### config.mk
export PLATFORM = sky130hd
export DESIGN_NAME = counter_uart_tx
export DESIGN_NICKNAME = d
export VERILOG_FILES = /design/src/rtl/counter_uart_tx_pkg.sv /design/src/rtl/uart_baud_gen.sv /design/src/rtl/counter_uart_tx.sv
export SDC_FILE = /design/constraint.sdc
export NUM_CORES = 1
export LEC_CHECK = 0
export BUFFER_PORTS_ARGS = -buffer_cell sky130_fd_sc_hd__buf_4
export CAP_MARGIN = 20
export CELL_PAD_IN_SITES_DETAIL_PLACEMENT = 1
export CELL_PAD_IN_SITES_GLOBAL_PLACEMENT = 2
export CORE_UTILIZATION = 36
export DETAILED_ROUTE_END_ITERATION = 7
export GPL_ROUTABILITY_DRIVEN = 0
export GPL_TIMING_DRIVEN = 1
export PLACE_DENSITY = 0.89
export SLEW_MARGIN = 20
export SYNTH_ARGS = -nofsm -noshare
export SYNTH_HDL_FRONTEND = slang
export SYNTH_SLANG_ARGS = --single-unit
### constraint.sdc
create_clock -name clk -period 2.4 [get_ports clk]
set_input_delay 0 -clock clk [delete_from_list [all_inputs] [get_ports clk]]
set_output_delay 0 -clock clk [all_outputs]
set_load 0.05 [all_outputs]
### src/rtl/counter_uart_tx_pkg.sv
// Shared definitions for the counter UART transmitter: FSM encoding and frame geometry.
package uart_tx_pkg;

    localparam int FRAME_BITS = 10;
    localparam int DATA_BITS  = 8;

    typedef enum logic [1:0] {
        IDLE  = 2'd0,
        START = 2'd1,
        DATA  = 2'd2,
        STOP  = 2'd3
    } uart_state_e;

endpackage

### src/rtl/uart_baud_gen.sv
// Bit-period timer: counts 0..CLKS_PER_BIT-1 while run is high and pulses bit_done
// on the last cycle of each bit period.
module uart_baud_gen #(
    parameter int CLKS_PER_BIT = 87
) (
    input  logic clk,
    input  logic rst_n,
    input  logic run,
    output logic bit_done
);

    localparam int CW = $clog2(CLKS_PER_BIT);
    localparam logic [CW-1:0] TERM = CW'(CLKS_PER_BIT - 1);

    logic [CW-1:0] cnt;

    // Clearing while stopped makes the first period after acceptance a full bit.
    always_ff @(posedge clk or negedge rst_n) begin
        if (!rst_n) begin
            cnt <= '0;
        end else if (!run || cnt == TERM) begin
            cnt <= '0;
        end else begin
            cnt <= cnt + CW'(1);
        end
    end

    assign bit_done = run && (cnt == TERM);

endmodule

### src/rtl/counter_uart_tx.sv
// 8N1 UART transmitter for the demo counter value. One byte is accepted per frame
// via valid/ready; the line is driven from a register and idles high.
module counter_uart_tx
    import uart_tx_pkg::*;
#(
    parameter int CLKS_PER_BIT = 87
) (
    input  logic       clk,
    input  logic       rst_n,
    input  logic [7:0] data_in,
    input  logic       data_valid,
    output logic       data_ready,
    output logic       tx,
    output logic       busy
);

    // Handshake: a byte transfers on a rising edge where data_valid and data_ready
    // are both high; data_ready depends only on the registered state.
    uart_state_e          state;
    logic [DATA_BITS-1:0] shift_q;
    logic [2:0]           bit_idx;
    logic                 bit_done;

    uart_baud_gen #(
        .CLKS_PER_BIT(CLKS_PER_BIT)
    ) u_baud (
        .clk      (clk),
        .rst_n    (rst_n),
        .run      (state != IDLE),
        .bit_done (bit_done)
    );

    assign data_ready = (state == IDLE);
    assign busy       = ~data_ready;

    always_ff @(posedge clk or negedge rst_n) begin
        if (!rst_n) begin
            state   <= IDLE;
            shift_q <= '0;
            bit_idx <= '0;
            tx      <= 1'b1;
        end else begin
            case (state)
                IDLE: begin
                    tx <= 1'b1;
                    if (data_valid) begin
                        shift_q <= data_in;
                        bit_idx <= '0;
                        tx      <= 1'b0;
                        state   <= START;
                    end
                end
                START: begin
                    if (bit_done) begin
                        tx    <= shift_q[0];
                        state <= DATA;
                    end
                end
                DATA: begin
                    // tx is loaded with the bit that becomes bit 0 after this shift.
                    if (bit_done) begin
                        shift_q <= shift_q >> 1;
                        tx      <= shift_q[1];
                        bit_idx <= bit_idx + 3'd1;
                        if (bit_idx == 3'(DATA_BITS - 1)) begin
                            tx    <= 1'b1;
                            state <= STOP;
                        end
                    end
                end
                STOP: begin
                    if (bit_done) begin
                        tx    <= 1'b1;
                        state <= IDLE;
                    end
                end
                default: begin
                    tx    <= 1'b1;
                    state <= IDLE;
                end
            endcase
        end
    end

endmodule

==> metrics.txt <==
met1 Track Usage GR 0.190; origin of the critical flop-to-flop path state[0]$_DFFE_PN0P_; post-route cell area 1380 µm²; mean area per synthesized cell 10.5 µm²; proportion of power drawn by flip-flops and latches 0.635; overall die height 58.2 µm; Sw Share 0.224; violation count after the first detailed-routing iteration 10; Min Clock Period, post-route 2.00 ns; Clock Sinks 21; setup repair after global routing missed its margin no; max-capacitance violation count 0; synth-to-layout area growth 21.6%; relative contribution of the clock network to total power 0.298; GRT Util Overall 0.163; initial core utilization 0.375; ant diodes 0; die area 3380 µm²; number of storage elements in the synthesis netlist 21; cell area reported after detailed placement 1290 µm²; hold wc startpoint data_in[1]; number of vias after detailed routing 844; category of the worst setup path launch point register; Net Count, Synth roughly 130; Yosys cell types 28; part of the power in combinational logic 0.067; first drt pass iteration count 4; global routing met2 resource utilization 0.304; net switching power approximately 0.13 mW; highest fanout seen on the critical path 7; commonest non-fill, non-tap cell in the layout dfrtp_1; post-synthesis sequential area ratio 0.464; path depth of the worst reg2reg path 5; maximum resistive drop on vdd 169 µV; CP Class register to register; number of filler cells placed in the layout 342; transition time at the pin with the least slew margin 0.754 ns; worst-case headroom to the max-slew limit 0.485; width of the die 58.2 µm; post-layout total power approximately 0.57 mW; arrival time worst endpoint approximately 2.2 ns; critical path endpoint category register; max-slew violations 0; final WL 2.24 mm; share of the clock period used by the worst path 0.832; class of the most critical hold timing path input pin to register; global-route wire length before repair roughly 4.2 mm; DRC violation count after routing 0; Synth Cell Area between 1000 and 1500 µm²; outcome finished clean; TritonCTS buffer count 3; Skew-Pair Late Insertion Delay 0.30 ns; top post-synthesis cells by area dfrtp_1, ha_1, mux2i_1; htree depth 1; Final setup violation count 0; ratio of cells with drive above 1 in the final layout 0.198; antenna violations before repair 0; final hold violation count 0; worst setup margin 0.404 ns; CTS hold repair buffers 6; final design utilization 0.456; Synthesis Warnings 0; worst setup slack for register-to-register paths 0.40 ns; vias in the first global route about 970; port buffer count 13; busiest layer in global routing met2; final global-route overflow total 0; leading area contributor after synthesis dfrtp_1; core region area 3030 µm²; wire length per cell after detailed routing 12.8 µm; top cell type's share of synthesized area 0.441; Vias/cell 4.82; terminus of the critical flop-to-flop path state[1]$_DFFE_PN0P_; internal power component approximately 0.44 mW; Max Freq between 0.5 and 0.6 GHz; clock tree skew after final layout 0.0127 ns; Cells on Worst Hold Path 3; post-place setup slack 0.426 ns; pin count of the biggest net entering global routing 22; TNS Setup 0 ns; number of instances in the synthesized netlist 108; leak pwr 0.621 nW; buffers from clock root to sink, at most 2; Top Ports 14; Worst Hold End shift_q[1]$_DFFE_PN0P_; total power per unit cell area 414 nW/µm²; number of buffers added for setup after CTS 0; number of gates resized after cts 0; Worst EP required ~2.6 ns; cell at the root of the clock tree clkbuf_4; number of routed nets with antenna violations 0; dpl hpwl 1.71 mm; CTS tree built; net count reported at finish 152; commonest cells after routing, fill and taps aside dfrtp_1, nor2_1, buf_4; standard-cell rows 20; clock transition at the register clock pins on the worst setup and hold paths after CTS 0.11 ns; GR Layer Usage met3 0.0201
worst max-delay path, stage by stage (launching register included):
cell and delay [ns]:
dfrtp_1 0.41, inv_1 0.10, ha_1 0.32, a2111oi_0 0.75, or2_1 0.22, o21ai_0 0.08
per-stage QoR:
stage                     hold slack (ns)  instances
final                             0.00974        175
after global routing              0.00880        175
after CTS                        0.000627        175
after detailed placement          -0.0952        165
after global placement             -0.103        165
after floorplan                    -0.296        108
cells in the mapped netlist:
master and n:
o21ai_1 3, o41ai_4 1, mux2_1 1, a21oi_1 9, xnor2_1 3, a2111oi_0 2
nor2_1 17, buf_4 1, nand3b_1 1, nand3_1 5, nand2_1 3, dfstp_2 1
a2111oi_2 1, inv_1 9, o21a_1 1, buf_2 2, or2_1 2, inv_2 1
and3_1 1, o32ai_1 1, dfrtp_1 20, o21ai_0 2, nand4bb_4 1, xor2_1 2
nor3_1 1, mux2i_1 7, ha_1 9, mux2_2 1
registers in the layout, indices dropped and copies added (netlist names):
signal / cells
bit_idx: 3
state: 2
shift_q: 8
tx: 1
u_baud.cnt: 7
layout make-up:
cell class | count | area, µm² | share of cell area
well taps | 44 | 55.1 | 0.0399
clock buffers | 3 | 22.5 | 0.0163
repair buffers | 22 | 180 | 0.130
clock inverters | 1 | 5.00 | 0.00362
multi-input cells | 74 | 554 | 0.401
inverters | 10 | 37.5 | 0.0272
flip-flops and latches | 21 | 527 | 0.381
cells by family (layout without fill, tap and decap cells):
kind of cell,Yosys count,after routing,synth area share
buffers and inverters,13,36,0.0485
AOI/OAI and AO/OA,20,20,0.129
and+or+nand+nor,31,31,0.140
DFF,21,21,0.464
xor gates and xnor gates,5,5,0.0386
muxes,9,9,0.0815
adders and majority gates,9,9,0.0991
routing by layer:
layer / vias up / wire, µm
met4: 0 / 0
met1: 419 / 955
met5: - / 0
met3: 0 / 61
li1: 413 / -
met2: 12 / 1230
power groups by stage:
stage	Clock, mW	Sequential, mW	Combinational (mW)
after CTS	0.181	0.363	0.0392
after global routing	0.197	0.364	0.0434
after global placement	0	0.370	0.0301
after floorplan	0	0.369	0.00954
final	0.171	0.363	0.0382
after detailed placement	0	0.370	0.0314
how the worst max path moves through the flow:
stage	start	slack, ns	cells after the start	to
after floorplan	state[0]$_DFFE_PN0P_	0.42	5	u_baud.cnt[2]$_DFF_PN0_
after global placement	state[0]$_DFFE_PN0P_	0.62	7	tx$_DFFE_PN1P_
after detailed placement	state[0]$_DFFE_PN0P_	0.43	5	state[1]$_DFFE_PN0P_
after CTS	state[0]$_DFFE_PN0P_	0.40	5	state[1]$_DFFE_PN0P_
after global routing	state[0]$_DFFE_PN0P_	0.24	5	state[1]$_DFFE_PN0P_
final	state[0]$_DFFE_PN0P_	0.40	5	state[1]$_DFFE_PN0P_
Note: power is estimated with default switching activity, not from simulation.
